===== config.mk =====
export PLATFORM = sky130hd
export DESIGN_NAME = btn_step_conditioner
export DESIGN_NICKNAME = d
export VERILOG_FILES = /design/src/rtl/btn_step_conditioner.sv
export SDC_FILE = /design/constraint.sdc
export NUM_CORES = 1
export LEC_CHECK = 0
export ABC_AREA = 1
export BUFFER_PORTS_ARGS = -buffer_cell sky130_fd_sc_hd__buf_2
export CAP_MARGIN = 5
export CORE_UTILIZATION = 29
export CTS_CLUSTER_SIZE = 16
export DETAILED_ROUTE_END_ITERATION = 12
export GPL_TIMING_DRIVEN = 0
export PLACE_DENSITY = 0.46
export SYNTH_ARGS = -nofsm -noshare
export SYNTH_HDL_FRONTEND = slang
export SYNTH_SLANG_ARGS = --single-unit

===== constraint.sdc =====
create_clock -name clk -period 2.67 [get_ports clk]
set_input_delay 0.6675 -clock clk [delete_from_list [all_inputs] [get_ports clk]]
set_output_delay 0.6675 -clock clk [all_outputs]
set_load 0.01 [all_outputs]

===== src/rtl/btn_step_conditioner.sv =====
// Push-button conditioner: two-flop synchroniser, counter-based debounce of
// both edges, and one-cycle press / release / auto-repeat pulses. step_pulse
// is the OR of the registered press and repeat pulses and feeds the
// downstream stepping block directly.
module btn_step_conditioner #(
    parameter int unsigned DEB_CYCLES = 100000,
    parameter bit          REPEAT_EN  = 1'b1,
    parameter int unsigned REPEAT_DLY = 50000000,
    parameter int unsigned REPEAT_PER = 10000000,
    parameter int unsigned CNT_W      = 28
) (
    input  logic clk,
    input  logic rst,
    input  logic btn_in,
    output logic btn_level,
    output logic press_pulse,
    output logic release_pulse,
    output logic repeat_pulse,
    output logic step_pulse
);

    typedef enum logic [1:0] {
        IDLE,
        DEB_DN,
        HELD,
        DEB_UP
    } state_t;

    localparam logic [CNT_W-1:0] DEB_LAST = CNT_W'(DEB_CYCLES - 1);
    localparam logic [CNT_W-1:0] DLY_LAST = CNT_W'(REPEAT_DLY - 1);
    localparam logic [CNT_W-1:0] PER_LAST = CNT_W'(REPEAT_PER - 1);

    logic             sync1;
    logic             btn_s;
    state_t           state,        state_d;
    logic [CNT_W-1:0] cnt,          cnt_d;
    logic [CNT_W-1:0] rep_cnt,      rep_cnt_d;
    logic             rep_periodic, rep_periodic_d;
    logic             level_d;
    logic             press_d;
    logic             release_d;
    logic             repeat_d;

    // Two-flop synchroniser for the asynchronous button input.
    always_ff @(posedge clk or negedge rst) begin
        if (!rst) begin
            sync1 <= 1'b0;
            btn_s <= 1'b0;
        end else begin
            sync1 <= btn_in;
            btn_s <= sync1;
        end
    end

    // State, counters, repeat phase and registered outputs.
    always_ff @(posedge clk or negedge rst) begin
        if (!rst) begin
            state         <= IDLE;
            cnt           <= '0;
            rep_cnt       <= '0;
            rep_periodic  <= 1'b0;
            btn_level     <= 1'b0;
            press_pulse   <= 1'b0;
            release_pulse <= 1'b0;
            repeat_pulse  <= 1'b0;
        end else begin
            state         <= state_d;
            cnt           <= cnt_d;
            rep_cnt       <= rep_cnt_d;
            rep_periodic  <= rep_periodic_d;
            btn_level     <= level_d;
            press_pulse   <= press_d;
            release_pulse <= release_d;
            repeat_pulse  <= repeat_d;
        end
    end

    // Debounce FSM next-state, counter updates and pulse generation.
    always_comb begin
        state_d        = state;
        cnt_d          = cnt;
        rep_cnt_d      = rep_cnt;
        rep_periodic_d = rep_periodic;
        level_d        = btn_level;
        press_d        = 1'b0;
        release_d      = 1'b0;
        repeat_d       = 1'b0;
        case (state)
            IDLE: begin
                if (btn_s) begin
                    state_d = DEB_DN;
                    cnt_d   = '0;
                end
            end
            DEB_DN: begin
                if (!btn_s) begin
                    state_d = IDLE;
                end else if (cnt == DEB_LAST) begin
                    state_d        = HELD;
                    press_d        = 1'b1;
                    level_d        = 1'b1;
                    rep_cnt_d      = '0;
                    rep_periodic_d = 1'b0;
                end else begin
                    cnt_d = cnt + 1'b1;
                end
            end
            HELD: begin
                if (!btn_s) begin
                    state_d = DEB_UP;
                    cnt_d   = '0;
                end else if (REPEAT_EN) begin
                    if (!rep_periodic && rep_cnt == DLY_LAST) begin
                        repeat_d       = 1'b1;
                        rep_cnt_d      = '0;
                        rep_periodic_d = 1'b1;
                    end else if (rep_periodic && rep_cnt == PER_LAST) begin
                        repeat_d  = 1'b1;
                        rep_cnt_d = '0;
                    end else begin
                        rep_cnt_d = rep_cnt + 1'b1;
                    end
                end
            end
            DEB_UP: begin
                // A release glitch returns to HELD with rep_cnt left frozen.
                if (btn_s) begin
                    state_d = HELD;
                end else if (cnt == DEB_LAST) begin
                    state_d   = IDLE;
                    release_d = 1'b1;
                    level_d   = 1'b0;
                end else begin
                    cnt_d = cnt + 1'b1;
                end
            end
            default: begin
                state_d = IDLE;
            end
        endcase
    end

    assign step_pulse = press_pulse | repeat_pulse;

endmodule


After elaboration in Yosys (flattened, before gate mapping). Cells that the tools add are included.

Bits in registers: 65. Input bits: 3. Word-level logic and storage cells: 77.

Add/sub/neg operators: 2. Equal/unequal tests: 16. Muxes and demuxes: 37. Bitwise operators: 1. Reduce and logical (&&, ||, !) cells: 11.

Operators by type and width (count): 28-bit two-way mux (10); 28-bit one-hot mux with 4 select lines (1); 28-bit by 1-bit adder with 28-bit output (second input constant) (2); 28-bit one-hot mux with 2 select lines (1); 28-bit by 17-bit equality test with 1-bit output (second input constant) (1); 28-bit by 24-bit equality test with 1-bit output (second input constant) (1); 28-bit by 26-bit equality test with 1-bit output (second input constant) (1); 1-bit two-way mux (16); 2-bit != test (second input constant) (8); 2-bit two-way mux (6); 4-bit AND reduction (3); 5-bit AND reduction (2); 2-bit one-hot mux with 4 select lines (1); 3-bit != test (second input constant) (2); 2-bit equality test (second input constant) (2); 1-bit one-hot mux with 2 select lines (2); 2-bit nonzero test (2); 2-bit by 1-bit equality test with 1-bit output (second input constant) (1); 1-bit logical AND (2); 2-bit zero test (1); 1-bit zero test (1); 1-bit OR (1).

Depth between registers and ports, before layout.
Depth in word-level cells: 6. Gate-level depth with buffers: 11. Gate-level depth less buffers: 10.

Worst setup path after synthesis. Ideal clock, no wire load.

Path type: reg-to-reg. From: reg cnt[0]. To: reg rep_cnt[23]. Setup time: 0.118 ns. Arrival: 1.587 ns. Required time: 2.552 ns. Setup slack: 0.965 ns. Stages on the path, launching flop included: 12. Buffers on the path: 1. Path through: dfrtp_1 ha_1 nand2_2 nor2_8 nand3_2 nor2_4 nand3_1 nand2_2 inv_2 buf_6 nand2_1 nand2_1.

Longest elaborated chain between the ends: 3.

Ends and longest elaborated chain: from (decl) (RTL line 36) `logic [CNT_W-1:0] cnt, cnt_d;`; from (signal assigned) (RTL line 68) `cnt <= cnt_d;`; 28-bit by 17-bit equality test with 1-bit output (RTL line 98) `end else if (cnt == DEB_LAST) begin`; 2-bit != test (no source line); 4-bit AND reduction (no source line); to (signal assigned) (RTL line 69) `rep_cnt <= rep_cnt_d;`; to (decl) (RTL line 37) `logic [CNT_W-1:0] rep_cnt, rep_cnt_d;`.

Every way passes these cells. A chain may end at the register's enable or synchronous reset.

Worst setup path in the final report.
From: reg cnt[0]. To: reg rep_cnt[21].

Same word-level chain as after synthesis.

==> results_dict.tcl <==
set metrics [dict create \
    synth.cell_area_sq_um 4330 \
    final_util 0.338 \
    path_cells "ha_1, nand2_2, nor2_8, nand3_2, nor2_4, nand3_1, nand2_2, inv_2, buf_6, nand2_1, nand2_1" \
    wire_length_of_the_first_global_routing_pass_um 21400 \
    grtUsageTotal 0.175 \
    netlist_instances 671 \
    synth_ff_type "sky130_fd_sc_hd__dfrtp_1" \
    max_cap_violations 0 \
    post-synth-top-area-cell "sky130_fd_sc_hd__dfrtp_1" \
    routed_wl_um 12400 \
    chipHeight_um 124 \
    drt-met1-wl_um 6850 \
    drt_iter0_drc 288 \
    unrepaired_setup_endpoints_after_global_routing "no" \
    postCtsResizedCells 0 \
    crit_arrival_ns 2.37 \
    cp_data_required_time_ns 2.91 \
    slew_violations 0 \
    design.final.nets 694 \
    synthToLayoutAreaGrowth_pct 13.5 \
    gp_congestion 0.884 \
    cts_buffer_depth 2 \
    adder_cell_fraction_of_synth_area 0.00578 \
    antennaDiodeCount 0 \
    worst_hold_path.num_cells 0 \
    cts_root_buffer "sky130_fd_sc_hd__clkbuf_16" \
    yosys_register_bits 65 \
    ctsHoldBuffers 0 \
    wl_met2_um 4950 \
    setup_violations_final 0 \
    syn_area_per_cell_sq_um 6.46 \
    fp.dieW_um 124 \
    grt_overflow 0 \
    synth_mux_area_frac 0 \
    type_of_the_most_critical_hold_path "reg2reg" \
    worstSetupStartpointType "flip-flop" \
    mappedNetlistNets 676 \
    initial_utilization 0.298 \
    synthesized_area_fraction_occupied_by_xor_and_xnor_cells 0.0424 \
    io_pins 8 \
    drive_above_1_share 0.0794 \
    synth_simple_gate_area_frac 0.464 \
    critical_path.reg2reg.startpoint "cnt[0]$_DFFE_PN0P_" \
    antenna_found_initial 0 \
    cts_buffers 9 \
    placement_rows 44 \
    synth_top_cell_area_share 0.375 \
    grt_start_max_net_pins 66 \
    hold_viol_final 0 \
    number_of_synthesized_flops_with_an_enable_pin 0 \
    hold_wc_startpoint "sync1$_DFF_PN0_" \
    floorplan_die_area_sq_um 15400 \
    critical_path.endpoint_type "flip-flop" \
    cts.reportedPaths.clkPinSlew_ns 0.06 \
    layout_worst_path_cycle_share 0.797 \
    cts.htree.levels 3 \
    tritoncts_num_sinks 65 \
    crit_fanout 10 \
    wire_per_inst_um 14.1 \
    timing.critical_path.slowest_cell_delay_ns 0.44 \
    async_reset_ff_frac 1.00 \
    rr_worst_depth 11 \
    max_freq_mhz 470 \
    fin_setup_tns_ns 0 \
    setup.worst_path.class "reg2reg" \
    synth.yosys.seq_area_share 0.375 \
    vias 4142 \
    leakage_power_figure_nw 2.20 \
    clock_insertion_delay_worst_skew_ns 0.35 \
    met3WireLength_um 401 \
    synthDistinctLibCells 30 \
    maxSlewHeadroom 0.435 \
    cts_tree "done" \
    drt_pre_antenna_iters 4 \
    synth_top_family_by_area "simple AND/OR/NAND/NOR gates" \
    worst_path_max_delay_cell "sky130_fd_sc_hd__dfrtp_1" \
    first_global_vias 4050 \
    tightestPinTransition_ns 0.848 \
    post_drt_via_cell_ratio 4.72 \
    fraction_of_the_mapped_netlist_area_in_compound_gates 0.0373 \
    status "finished clean" \
    layout_min_cycle_time_ns 2.13 \
    power.density_nw_per_um2 479 \
    maximum_vdd_drop_uv 330 \
    dr.max_layer_used "met4" \
    worst_setup_path_startpoint "cnt[0]$_DFFE_PN0P_" \
    ant_nets 0 \
    coreArea_sq_um 14500 \
    yosysWarningCount 0 \
    finalClockSkew_ns 0.00847 \
    cts_setup_buffers 0 \
    remaining_drc_errors 0 \
    post_synth_main_area_contributors "sky130_fd_sc_hd__dfrtp_1 (38%), sky130_fd_sc_hd__nand2_1 (22%), sky130_fd_sc_hd__nor2_1 (9.8%), sky130_fd_sc_hd__nand3_1 (7.3%), sky130_fd_sc_hd__inv_1 (4.9%)" \
    placement.io_buffers 7 \
    dpl.hpwl_um 9420 \
]
[per-layer routing]
| metal | vias to the layer above | GRT usage |
|---|---|---|
| met5 | - | 0 |
| met4 | 0 | 0.0716 |
| met3 | 11 | 0.0246 |
| met2 | 53 | 0.243 |
| met1 | 1939 | 0.267 |
| li1 | 2139 | - |
[cell families (layout without fill, tap and decap cells)]
logic type / Yosys count / after routing
and+or+nand+nor: 477 / 477
buffers and inverters: 75 / 97
DFF: 65 / 65
AOI/OAI and AO/OA: 31 / 31
xor gates and xnor gates: 21 / 21
adders and majority gates: 2 / 2
[cells in the final DEF, fill, tap and decap left out, types with 3 or more instances in the layout]
master	netlist	final
sky130_fd_sc_hd__buf_2	9	15
sky130_fd_sc_hd__buf_6	3	3
sky130_fd_sc_hd__clkbuf_16	0	9
sky130_fd_sc_hd__dfrtp_1	65	65
sky130_fd_sc_hd__inv_1	56	56
sky130_fd_sc_hd__inv_2	3	3
sky130_fd_sc_hd__nand2_1	255	255
sky130_fd_sc_hd__nand2_2	4	4
sky130_fd_sc_hd__nand3_1	63	63
sky130_fd_sc_hd__nand3b_1	3	3
sky130_fd_sc_hd__nand4_1	15	15
sky130_fd_sc_hd__nor2_1	113	113
sky130_fd_sc_hd__nor3_1	8	8
sky130_fd_sc_hd__o21ai_0	28	28
sky130_fd_sc_hd__or2_2	6	6
sky130_fd_sc_hd__xnor2_1	7	7
sky130_fd_sc_hd__xor2_1	14	14
[synthesized netlist by cell type (all sizes together) (2+ instances only)]
cell type	count
nand3b	3
ha	2
xor2	14
buf	13
xnor2	7
nand2	259
o21ai	28
nor3	8
clkbuf	2
or2	7
nand4	15
nor2	118
dfrtp	65
nand3	65
inv	59
[final timing paths]
check / to / slack, ns
worst min-delay path: btn_s$_DFF_PN0_ / 0.35
worst max-delay path: rep_cnt[21]$_DFFE_PN0P_ / 0.54
worst min register to register: btn_s$_DFF_PN0_ / 0.35
max in group asynchronous: cnt[10]$_DFFE_PN0P_ / 1.68
worst max register to register: rep_cnt[21]$_DFFE_PN0P_ / 0.54
min in group asynchronous: rep_cnt[18]$_DFFE_PN0P_ / 0.42
[per-stage QoR]
step,setup slack [ns],power (mW),cell area (sq um),hold WS (ns),instances
after global placement,0.521,1.09,4600,0.332,862
after global routing,0.313,2.44,4920,0.364,877
final,0.542,2.36,4920,0.347,877
after detailed placement,0.511,1.09,4600,0.336,862
after floorplan,0.965,1.05,4330,0.331,671
after CTS,0.504,2.39,4920,0.349,877
[flip-flops by register name, summed over array words and instances (netlist names), named ones only]
signal / cells
rep_periodic: 1
release_pulse: 1
btn_s: 1
rep_cnt: 28
sync1: 1
cnt: 28
btn_level: 1
state: 1
repeat_pulse: 1
press_pulse: 1
[layout make-up]
cell class / instances / area [sq um]
Clock inverter: 6 / 92.6
Fill cell: 1633 / 9620
Tap cell: 184 / 230
Clock buffer: 9 / 225
Buffer: 15 / 101
Inverter: 60 / 225
Timing Repair Buffer: 7 / 37.5
Multi-Input combinational cell: 531 / 2380
Sequential cell: 65 / 1630
[where the power goes]
group	leakage, nW	total (mW)	switching, mW	internal, mW
Clock	0.148	1.29	0.470	0.816
Combinational	1.15	0.0699	0.0539	0.0160
Sequential	0.899	1.00	0.00830	0.993
Total	2.20	2.36	0.532	1.83
[worst max-delay path, delay by kind of cell, from the launching register on]
kind,cells,cell delay [ns]
buffers and inverters,2,0.24
DFF,1,0.44
and+or+nand+nor,8,0.96
adders and majority gates,1,0.37
Note: power is estimated with default switching activity, not from simulation.
